===== config.mk =====
export PLATFORM = sky130hd
export DESIGN_NAME = calc_engine_flat
export DESIGN_NICKNAME = d
export VERILOG_FILES = /design/src/rtl/calc_pkg.sv /design/src/rtl/calc_if.sv /design/src/rtl/calc_mul.sv /design/src/rtl/calc_engine.sv /design/src/flat_wrapper.sv
export SDC_FILE = /design/constraint.sdc
export NUM_CORES = 1
export LEC_CHECK = 0
export ABC_AREA = 1
export BUFFER_PORTS_ARGS = -buffer_cell sky130_fd_sc_hd__clkbuf_2
export CAP_MARGIN = 10
export CORE_MARGIN = 2
export CORE_UTILIZATION = 35
export DETAILED_ROUTE_END_ITERATION = 10
export GPL_TIMING_DRIVEN = 0
export PLACE_DENSITY = 0.56
export SETUP_SLACK_MARGIN = 0.3
export SYNTH_ARGS = -nofsm -noshare
export SYNTH_HDL_FRONTEND = slang
export SYNTH_SLANG_ARGS = --single-unit

===== constraint.sdc =====
create_clock -name hz100 -period 7.1 [get_ports hz100]
set_input_delay 1.065 -clock hz100 [delete_from_list [all_inputs] [get_ports hz100]]
set_output_delay 1.065 -clock hz100 [all_outputs]
set_load 0.02 [all_outputs]

===== src/rtl/calc_pkg.sv =====
// calc_pkg: shared definitions for the keypad calculator core.
//   Key codes delivered by the keypad scanner (0-15 are hex digits),
//   the pending-operation encoding shown on the op output, and the
//   control FSM state encoding.
package calc_pkg;

  localparam logic [4:0] KEY_EQ  = 5'd16;
  localparam logic [4:0] KEY_BS  = 5'd17;
  localparam logic [4:0] KEY_ADD = 5'd18;
  localparam logic [4:0] KEY_SUB = 5'd19;
  localparam logic [4:0] KEY_MUL = 5'd20;

  typedef enum logic [1:0] {
    OP_ADD = 2'd0,
    OP_SUB = 2'd1,
    OP_MUL = 2'd2
  } op_t;

  typedef enum logic {
    ST_IDLE = 1'b0,
    ST_MUL  = 1'b1
  } calc_state_t;

endpackage


===== src/rtl/calc_if.sv =====
// calc_if: key-event input and display-side outputs of the calculator core.
//   key_valid  one-cycle pulse, key_code valid this cycle
//   key_code   0-15 digit, 16 '=', 17 backspace, 18 '+', 19 '-', 20 '*'
//   value      display value (accumulator when showing a result, else entry)
//   dig_en     per-digit display enable with leading-zero blanking
//   op         pending operation (0 add, 1 sub, 2 mul)
//   busy       multiply in progress
//   ovf        overflow/borrow from the last completed result
// The master modport is the keypad side, the slave modport is the core.
interface calc_if #(
  parameter int DIGITS = 8
);

  logic                  key_valid;
  logic [4:0]            key_code;
  logic [4*DIGITS-1:0]   value;
  logic [DIGITS-1:0]     dig_en;
  logic [1:0]            op;
  logic                  busy;
  logic                  ovf;

  modport master (
    output key_valid, key_code,
    input  value, dig_en, op, busy, ovf
  );

  modport slave (
    input  key_valid, key_code,
    output value, dig_en, op, busy, ovf
  );

endinterface


===== src/rtl/calc_mul.sv =====
// calc_mul: sequential shift-add multiplier, one multiplier bit per cycle.
//   hz100  clock
//   reset  asynchronous active-high reset, aborts any multiply in flight
//   start  load a/b and begin; ignored while busy
//   a, b   operands (DW bits)
//   busy   high for exactly DW cycles after the start edge
//   done   high during the last busy cycle; p holds the full product then
//   p      product (2*DW bits), meaningful while done is high
module calc_mul #(
  parameter int DW = 32
) (
  input  logic            hz100,
  input  logic            reset,
  input  logic            start,
  input  logic [DW-1:0]   a,
  input  logic [DW-1:0]   b,
  output logic            busy,
  output logic            done,
  output logic [2*DW-1:0] p
);

  localparam int CW = (DW > 1) ? $clog2(DW) : 1;
  localparam logic [CW-1:0] LAST = CW'(DW - 1);

  logic            busy_q, busy_d;
  logic [CW-1:0]   cnt_q, cnt_d;
  logic [2*DW-1:0] mcand_q, mcand_d;
  logic [DW-1:0]   mplier_q, mplier_d;
  logic [2*DW-1:0] prod_q, prod_d;
  logic [2*DW-1:0] sum;

  // The final partial product is folded in combinationally so the full
  // product is available during the last busy cycle, letting the caller
  // capture it on the same edge that busy drops.
  assign sum  = prod_q + (mplier_q[0] ? mcand_q : '0);
  assign p    = sum;
  assign busy = busy_q;
  assign done = busy_q && (cnt_q == LAST);

  // Next-state: load on start, otherwise shift one multiplier bit per cycle.
  always_comb begin
    busy_d   = busy_q;
    cnt_d    = cnt_q;
    mcand_d  = mcand_q;
    mplier_d = mplier_q;
    prod_d   = prod_q;
    if (busy_q) begin
      prod_d   = sum;
      mcand_d  = mcand_q << 1;
      mplier_d = mplier_q >> 1;
      cnt_d    = cnt_q + CW'(1);
      if (cnt_q == LAST) begin
        busy_d = 1'b0;
      end
    end else if (start) begin
      busy_d   = 1'b1;
      cnt_d    = '0;
      mcand_d  = {{DW{1'b0}}, a};
      mplier_d = b;
      prod_d   = '0;
    end
  end

  always_ff @(posedge hz100 or posedge reset) begin
    if (reset) begin
      busy_q   <= 1'b0;
      cnt_q    <= '0;
      mcand_q  <= '0;
      mplier_q <= '0;
      prod_q   <= '0;
    end else begin
      busy_q   <= busy_d;
      cnt_q    <= cnt_d;
      mcand_q  <= mcand_d;
      mplier_q <= mplier_d;
      prod_q   <= prod_d;
    end
  end

endmodule


===== src/rtl/calc_engine.sv =====
// calc_engine: keypad calculator core.
//   hz100   system clock
//   reset   asynchronous active-high reset
//   bus     calc_if slave: key events in, display value / digit enables /
//           pending op / busy / overflow out
// Digits build a hex operand with backspace and leading-zero tracking;
// '+', '-', '*' latch the entry into the accumulator; '=' applies the
// pending operation (multiply takes DW cycles, keys are dropped meanwhile).
module calc_engine
  import calc_pkg::*;
#(
  parameter int DIGITS = 8,
  parameter bit MUL_EN = 1'b1
) (
  input  logic hz100,
  input  logic reset,
  calc_if.slave bus
);

  localparam int DW = 4 * DIGITS;
  localparam int NW = $clog2(DIGITS + 1);
  localparam logic [NW-1:0] DIGITS_N = NW'(DIGITS);

  logic [DW-1:0] cur_q, cur_d;
  logic [DW-1:0] acc_q, acc_d;
  op_t           op_q, op_d;
  logic          show_q, show_d;
  logic [NW-1:0] ndig_q, ndig_d;
  logic          ovf_q, ovf_d;
  calc_state_t   state_q, state_d;

  logic            mulStart;
  logic            mulDone;
  logic [2*DW-1:0] mulP;
  logic [DW:0]     addSum;
  logic [3:0]      digit;

  assign addSum = {1'b0, acc_q} + {1'b0, cur_q};
  assign digit  = bus.key_code[3:0];

  // The multiplier only exists when multiply is enabled; otherwise the
  // done/product inputs are tied off and OP_MUL can never become pending.
  generate
    if (MUL_EN) begin : gen_mul
      logic mulBusy;
      calc_mul #(.DW(DW)) u_mul (
        .hz100 (hz100),
        .reset (reset),
        .start (mulStart),
        .a     (acc_q),
        .b     (cur_q),
        .busy  (mulBusy),
        .done  (mulDone),
        .p     (mulP)
      );
    end else begin : gen_nomul
      assign mulDone = 1'b0;
      assign mulP    = '0;
    end
  endgenerate

  // Key decode and FSM next-state. In ST_MUL every key event is dropped and
  // only the multiplier completion is acted on.
  always_comb begin
    cur_d    = cur_q;
    acc_d    = acc_q;
    op_d     = op_q;
    show_d   = show_q;
    ndig_d   = ndig_q;
    ovf_d    = ovf_q;
    state_d  = state_q;
    mulStart = 1'b0;
    if (state_q == ST_MUL) begin
      if (mulDone) begin
        acc_d   = mulP[DW-1:0];
        ovf_d   = |mulP[2*DW-1:DW];
        show_d  = 1'b1;
        state_d = ST_IDLE;
      end
    end else if (bus.key_valid) begin
      if (!bus.key_code[4]) begin
        // A digit while a result is shown starts a fresh entry; leading
        // zeros do not count toward the digit limit.
        if (show_q) begin
          cur_d  = DW'(digit);
          ndig_d = NW'(digit != 4'd0);
          show_d = 1'b0;
        end else if (ndig_q < DIGITS_N) begin
          cur_d = {cur_q[DW-5:0], digit};
          if (!(ndig_q == '0 && digit == 4'd0)) begin
            ndig_d = ndig_q + NW'(1);
          end
        end
      end else begin
        case (bus.key_code)
          KEY_BS: begin
            if (!show_q && ndig_q != '0) begin
              cur_d  = cur_q >> 4;
              ndig_d = ndig_q - NW'(1);
            end
          end
          KEY_ADD, KEY_SUB, KEY_MUL: begin
            if (bus.key_code != KEY_MUL || MUL_EN) begin
              // With a result already shown the accumulator is kept, so a
              // second operator key just replaces the pending operation.
              if (!show_q) begin
                acc_d = cur_q;
              end
              op_d   = (bus.key_code == KEY_ADD) ? OP_ADD :
                       (bus.key_code == KEY_SUB) ? OP_SUB : OP_MUL;
              cur_d  = '0;
              ndig_d = '0;
              show_d = 1'b1;
              ovf_d  = 1'b0;
            end
          end
          KEY_EQ: begin
            // cur is retained so repeated '=' repeats the operation.
            case (op_q)
              OP_ADD: begin
                acc_d  = addSum[DW-1:0];
                ovf_d  = addSum[DW];
                show_d = 1'b1;
              end
              OP_SUB: begin
                acc_d  = acc_q - cur_q;
                ovf_d  = (acc_q < cur_q);
                show_d = 1'b1;
              end
              default: begin
                mulStart = 1'b1;
                state_d  = ST_MUL;
              end
            endcase
          end
          default: ;
        endcase
      end
    end
  end

  always_ff @(posedge hz100 or posedge reset) begin
    if (reset) begin
      cur_q   <= '0;
      acc_q   <= '0;
      op_q    <= OP_ADD;
      show_q  <= 1'b0;
      ndig_q  <= '0;
      ovf_q   <= 1'b0;
      state_q <= ST_IDLE;
    end else begin
      cur_q   <= cur_d;
      acc_q   <= acc_d;
      op_q    <= op_d;
      show_q  <= show_d;
      ndig_q  <= ndig_d;
      ovf_q   <= ovf_d;
      state_q <= state_d;
    end
  end

  assign bus.value = show_q ? acc_q : cur_q;
  assign bus.op    = op_q;
  assign bus.busy  = (state_q == ST_MUL);
  assign bus.ovf   = ovf_q;

  // Leading-zero blanking: digit i lights if any digit at or above it is
  // non-zero; the least significant digit is always lit.
  assign bus.dig_en[0] = 1'b1;
  generate
    for (genvar i = 1; i < DIGITS; i++) begin : gen_digen
      assign bus.dig_en[i] = |bus.value[DW-1:4*i];
    end
  endgenerate

endmodule


===== src/flat_wrapper.sv =====
// flat-port wrapper written by rule: the top's interface ports become plain ports
module calc_engine_flat import calc_pkg::*;
#(
  parameter int DIGITS = 8,
  parameter bit MUL_EN = 1'b1
)
  (hz100, reset, bus_key_valid, bus_key_code, bus_value, bus_dig_en, bus_op, bus_busy, bus_ovf);
  calc_if #(.DIGITS(DIGITS)) bus_i ();
  input  logic hz100;
  input  logic reset;
  input wire logic [$bits(bus_i.key_valid)-1:0] bus_key_valid;
  input wire logic [$bits(bus_i.key_code)-1:0] bus_key_code;
  output wire logic [$bits(bus_i.value)-1:0] bus_value;
  output wire logic [$bits(bus_i.dig_en)-1:0] bus_dig_en;
  output wire logic [$bits(bus_i.op)-1:0] bus_op;
  output wire logic [$bits(bus_i.busy)-1:0] bus_busy;
  output wire logic [$bits(bus_i.ovf)-1:0] bus_ovf;
  assign bus_i.key_valid = bus_key_valid;
  assign bus_i.key_code = bus_key_code;
  assign bus_value = bus_i.value;
  assign bus_dig_en = bus_i.dig_en;
  assign bus_op = bus_i.op;
  assign bus_busy = bus_i.busy;
  assign bus_ovf = bus_i.ovf;
  calc_engine #(.DIGITS(DIGITS), .MUL_EN(MUL_EN)) u_core (.hz100(hz100), .reset(reset), .bus(bus_i));
endmodule

# Word-level counts from Yosys, hierarchy flattened

Index checks and enable logic that the tools add are counted.

Muxes and demuxes: 51
Add/subtract/negate cells: 6
Reductions and logical operators: 29
Bitwise gates (word level): 1
Order comparisons: 2
Equality and inequality tests: 14

Operators with widths:

| cell                 | number |
|---|---|
| $mux W32             | 11 |
| $mux W64             | 5 |
| $pmux W32 S2         | 3 |
| $add A64 B64 Y64     | 1 |
| $add A32 B32 Y33     | 1 |
| $lt A32 B32 Y1       | 1 |
| $reduce_or A32 Y1    | 1 |
| $sub A32 B32 Y32     | 1 |
| $eq A5 B5 Y1 const B | 6 |
| $reduce_or A28 Y1    | 1 |
| $reduce_or A24 Y1    | 1 |
| $mux W4              | 5 |
| $reduce_or A20 Y1    | 1 |
| $mux W1              | 19 |
| $reduce_or A16 Y1    | 1 |
| $reduce_or A12 Y1    | 1 |
| $mux W5              | 2 |
| $reduce_and A5 Y1    | 2 |
| $logic_not A4 Y1     | 2 |
| $ne A4 B1 Y1 const B | 2 |
| $pmux W4 S2          | 1 |
| $reduce_and A4 Y1    | 2 |
| $reduce_bool A4 Y1   | 2 |
| $reduce_or A8 Y1     | 1 |
| other kinds (21)     | 30 |

Output and inout port bits: 44
Register bits after elaboration: 239
Bits of input ports: 8

# Longest topological paths before layout

Depth after elaboration: 9
Mapped depth: 26
Depth with buffers taken out: 24

# By module

Synthesis repeated with hierarchy kept, for this count alone.

Cell total of the unflattened synthesis: 3,638
Area total of the unflattened synthesis: 22,212.6 sq um

Modules (own cells, without submodules):

| module      | sequential area each (sq um) | area an instance (sq um) | cells an instance | instances |
|---|---|---|---|---|
| calc_mul    | 4,154.0                      | 13,351.6                 | 2,130             | 1 |
| calc_engine | 1,826.8                      | 8,861.0                  | 1,508             | 1 |

# Worst setup path before layout

Ideal clock, no wire load.

Path type: register -> output
From: register u_core.show_q
To: output port bus_dig_en[1]
Arrival: 2.171 ns
Buffers on the path: 2
Setup slack: 3.864 ns
Data required time: 6.035 ns
Stages on the path, launching flop included: 10
Path through: dfrtp_1 > buf_2 > buf_4 > o21ai_1 > inv_1 > nor4_1 > nand2_1 > inv_1 > nand3_1 > nand3b_1

Cells in the longest elaborated chain, start to end: 2

Ends and longest elaborated chain:

| what                   | RTL line           | RTL |
|---|---|---|
| from (decl)            | calc_engine.sv:27  | `logic show_q, show_d;` |
| from (signal assigned) | calc_engine.sv:155 | `show_q <= show_d;` |
| $mux W32               | n/a                |  |
| net bus_value[28]      | flat_wrapper.sv:13 | `output wire logic [$bits(bus_i.value)-1:0] bus_value;` |
| $reduce_or A28 Y1      | calc_engine.sv:172 | `assign bus.dig_en[i] = \|bus.value[DW-1:4*i];` |
| to (decl)              | flat_wrapper.sv:14 | `output wire logic [$bits(bus_i.dig_en)-1:0] bus_dig_en;` |

The timed path passes the listed nets, and every way through them passes these cells.

# Worst setup path in the final report

From: register u_core.gen_mul.u_mul.mplier_q[0]
To: register u_core.ovf_q (netlist: u_core.bus.ovf)

Cells in the longest elaborated chain, start to end: 5

Ends and longest elaborated chain:

| what                   | RTL line           | RTL |
|---|---|---|
| from (decl)            | calc_mul.sv:28     | `logic [DW-1:0] mplier_q, mplier_d;` |
| from (signal assigned) | calc_mul.sv:75     | `mplier_q <= mplier_d;` |
| $mux W64               | calc_mul.sv:35     | `assign sum = prod_q + (mplier_q[0] ? mcand_q : '0);` |
| $add A64 B64 Y64       | calc_mul.sv:35     |  |
| $reduce_or A32 Y1      | calc_engine.sv:76  | `ovf_d = \|mulP[2*DW-1:DW];` |
| $mux W1                | calc_engine.sv:74  | `if (mulDone) begin` |
| $mux W1                | calc_engine.sv:73  | `if (state_q == ST_MUL) begin` |
| to (signal assigned)   | calc_engine.sv:157 | `ovf_q <= ovf_d;` |
| to (decl)              | calc_engine.sv:29  | `logic ovf_q, ovf_d;` |

Every way passes these cells. The select of a mux whose other input is x is not followed.
A chain may end at the register's enable or synchronous reset.

==> qor.yml <==
setup_path:
  critPathRequiredTime_ns: 7.56
  r2r_start: "u_core.gen_mul.u_mul.mplier_q[0]$_DFFE_PP0P_"
  cp.arrival_ns: 5.60
  crit_buf_inv: 5
  worst_path_most_repeated_cell: "nand2_1"
  crit_slowest_cell: "clkbuf_1"
  worstRegToRegCells: 25
  cp-start-kind: "register"
  regToRegEndpoint: "u_core.bus.ovf$_DFFE_PP0P_"
  cp_max_fo: 10
  rrSetupSlack_ns: 1.96
  path_class: "register to register"
  cp-end-kind: "register"
  critPathMaxStageDelay_ns: 0.78
  critPathTopFamily: "simple AND/OR/NAND/NOR gates"
  path_depth: 25
route:
  vias: 21700
  drt_iter0_drc: 1549
  vias_per_cell: 5.08
  drt-total-wl_um: 81600
  remaining_drc_errors: 0
  firstDrtPassIters: 6
  ant_nets: 0
  wl_per_cell_um: 19.1
floorplanning:
  die_h_um: 250
  dieArea_um2: 62500
  num_rows: 90
  io_pins: 52
  core-area_um2: 60100
  start_util_pct: 35.2
  fp.dieW_um: 250
place:
  portBuffers: 50
  hpwl_um: 68200
  placedInstanceArea_um2: 22600
  place.gp.congestion: 1.02
  post-place-cells: 4223
timing:
  period_needed_ns: 5.14
  slew_viol_final: 0
  timing_hold_violations_final: 0
  max_slew_margin_pct: 31.0
  setup_viol: 0
  worst_clock_skew_ns: 0.0199
  period_share_pct: 72.3
  rsz0062_at_grt: "false"
  tns_ns: 0
  fmax_mhz: 195
  fin_hold_ws_ns: 0.480
  worst_pin_slew_ns: 1.03
cts:
  cts_hold_buf: 0
  post-cts-setup-buffers: 0
  cts_made_buffers: 29
  cts_resized: 0
  cts-root-buf: "clkbuf_16"
  cts_tree: "done"
  ctsLongestPathBuffers: 3
  clk_pin_slew_ns: 0.07
  clock_sinks: 239
  ctsHtreeMaxLevel: 1
  insertion_delay_ns: 0.59
min_path:
  hold_depth: 2
  hp-class: "register to register"
  hp-start: "u_core.gen_mul.u_mul.prod_q[4]$_DFFE_PP0P_"
  holdPathEnd: "u_core.gen_mul.u_mul.prod_q[4]$_DFFE_PP0P_"
power:
  pwr_density_cell_nw_per_um2: 137
  vdd_drop_max_mv: 0.162
  p_leak_uw: 0.0130
grt:
  grt_overflow_total: 0
  first_global_vias: 21100
  grt_usage_pct: 25.8
  grt_max_degree: 40
  antenna_found_initial: 0
  grt_pass1_wl_um: 124000
synth:
  synth_flop_cell: "dfrtp_1"
  synth.net_count: 3526
  ys.warnings.count: 0
  ys_ff_latch: 239
  netlist_top_cells_area: "dfrtp_1 (28%), nand2_1 (20%), inv_1 (12%)"
  seq_area_frac_synth_pct: 28.2
  syn_area_per_cell_um2: 6.26
  synth_cell_type_count: 56
  synth_top_area_share_pct: 28.2
  syn-cell-area_um2: 21200
  synth_edf_count: 0
  synth_cells: 3384
  async_flop_share_pct: 100
  yosys.area.top_type: "dfrtp_1"
final_layout:
  multi_input_area_um2: 12200
  antennaDiodeCount: 0
  design_area_um2: 23500
  syn_to_final_growth_pct: 11.0
  fin_nets: 3614
  layout-drive-gt1-share_pct: 7.13
  fin_cells: 4272
  seqCellArea_um2: 5980
  fillCellCount: 6829
flow_run:
  drv_cap: 0
status:
  status: "finished, final reports clean"
Yosys cell counts (7+ instances only):
master / count
inv_2: 22
nand2_1: 1113
xnor2_1: 16
a31oi_1: 14
dfrtp_1: 239
nor2_1: 229
nand3_1: 121
ha_1: 131
buf_2: 34
nand2_2: 24
o21ai_0: 177
clkbuf_1: 58
nand3b_1: 13
nor2_2: 32
nor4_1: 8
inv_1: 650
a22o_1: 27
a21oi_1: 167
o21bai_1: 14
o221ai_1: 36
o22ai_1: 49
nand4_1: 22
o21ai_1: 13
or2_2: 7
nand3_2: 7
o211ai_1: 40
a32oi_1: 7
nor3_1: 22
xor2_1: 31
power breakdown:
group          internal, µW  switching [µW]  total [µW]
combinational          90.2             235         325
sequential             1370            8.42        1380
clock                   888             636        1520
area by class of cell:
type / instances / share of cell area (%)
inverters: 673 / 10.8
clock buffers: 41 / 3.58
well taps: 782 / 4.16
multi-input cells: 2369 / 52.0
repair buffers: 57 / 1.69
flip-flops and latches: 239 / 25.5
plain buffers: 103 / 1.94
clock inverters: 8 / 0.426
through the flow:
stage	power [µW]	util (%)	worst slack [ns]
after detailed placement	1720	37.5	1.98
after floorplan	1610	-	2.90
after CTS	3240	39.1	1.93
after global routing	3340	39.1	1.68
after global placement	1710	37.3	1.09
final	3230	39.1	1.96
how the worst max path moves through the flow:
stage | from | endpoint | slack (ns)
finish | u_core.gen_mul.u_mul.mplier_q[0]$_DFFE_PP0P_ | u_core.bus.ovf$_DFFE_PP0P_ | 1.96
global route | u_core.gen_mul.u_mul.mplier_q[0]$_DFFE_PP0P_ | u_core.bus.ovf$_DFFE_PP0P_ | 1.68
CTS | u_core.gen_mul.u_mul.mplier_q[0]$_DFFE_PP0P_ | u_core.bus.ovf$_DFFE_PP0P_ | 1.93
detailed placement | u_core.gen_mul.u_mul.mplier_q[0]$_DFFE_PP0P_ | u_core.bus.ovf$_DFFE_PP0P_ | 1.98
global placement | reset | u_core.acc_q[31]$_DFFE_PP0P_ | 1.09
floorplan | reset | u_core.acc_q[0]$_DFFE_PP0P_ | 2.90
metal layers:
layer	vias to the layer above	part of all wire [%]	track usage [%]
met3	167	5.7	2.77
li1	10800	-	-
met1	10000	43	33.0
met5	-	0	0
met2	694	46	44.2
met4	0	4.7	11.1
worst reg2reg max path: cells and delay by family, from the launching register on:
family / cells / cell delay [ns]
AND/OR/NAND/NOR: 17 / 2.23
buffers and inverters: 5 / 1.76
adder cells (fa/ha/maj): 2 / 0.59
flip-flops: 1 / 0.37
AO/OA/AOI/OAI: 1 / 0.06
logic make-up after synthesis:
logic type	after synthesis	synth area share, %
fa+ha+maj	134	8.02
xor+xnor	47	1.94
other cells	1	0.0177
buf+inv	776	14.1
compound gates	574	16.4
flops	239	28.2
simple gates	1613	31.3
placed cells by master, fill, tap and decap left out, types with 8 or more instances in the layout:
cell       count
nand2_2       24
ha_1         131
nor2_2        32
nor3_1        22
o221ai_1      36
nand3b_1      13
a22o_1        27
inv_2         22
clkbuf_2      51
buf_2         34
nor2_1       229
dfrtp_1      239
clkbuf_1      63
o22ai_1       49
a31oi_1       14
clkbuf_16     29
o21bai_1      14
xor2_1        31
nor4_1         8
nand3_1      121
nand4_1       22
xnor2_1       16
o21ai_1       13
o21ai_0      177
o211ai_1      40
nand2_1     1113
a21oi_1      167
inv_1        649
state kept, by name, indices dropped and copies added (netlist names):
register and flops:
u_core.acc_q 32, u_core.bus.busy 1, u_core.bus.op 2, u_core.bus.ovf 1, u_core.cur_q 32, u_core.gen_mul.u_mul.busy 1
u_core.gen_mul.u_mul.cnt_q 5, u_core.gen_mul.u_mul.mcand_q 64, u_core.gen_mul.u_mul.mplier_q 32, u_core.gen_mul.u_mul.prod_q 64, u_core.ndig_q 4, u_core.show_q 1
(Power assumes the default switching activity.)
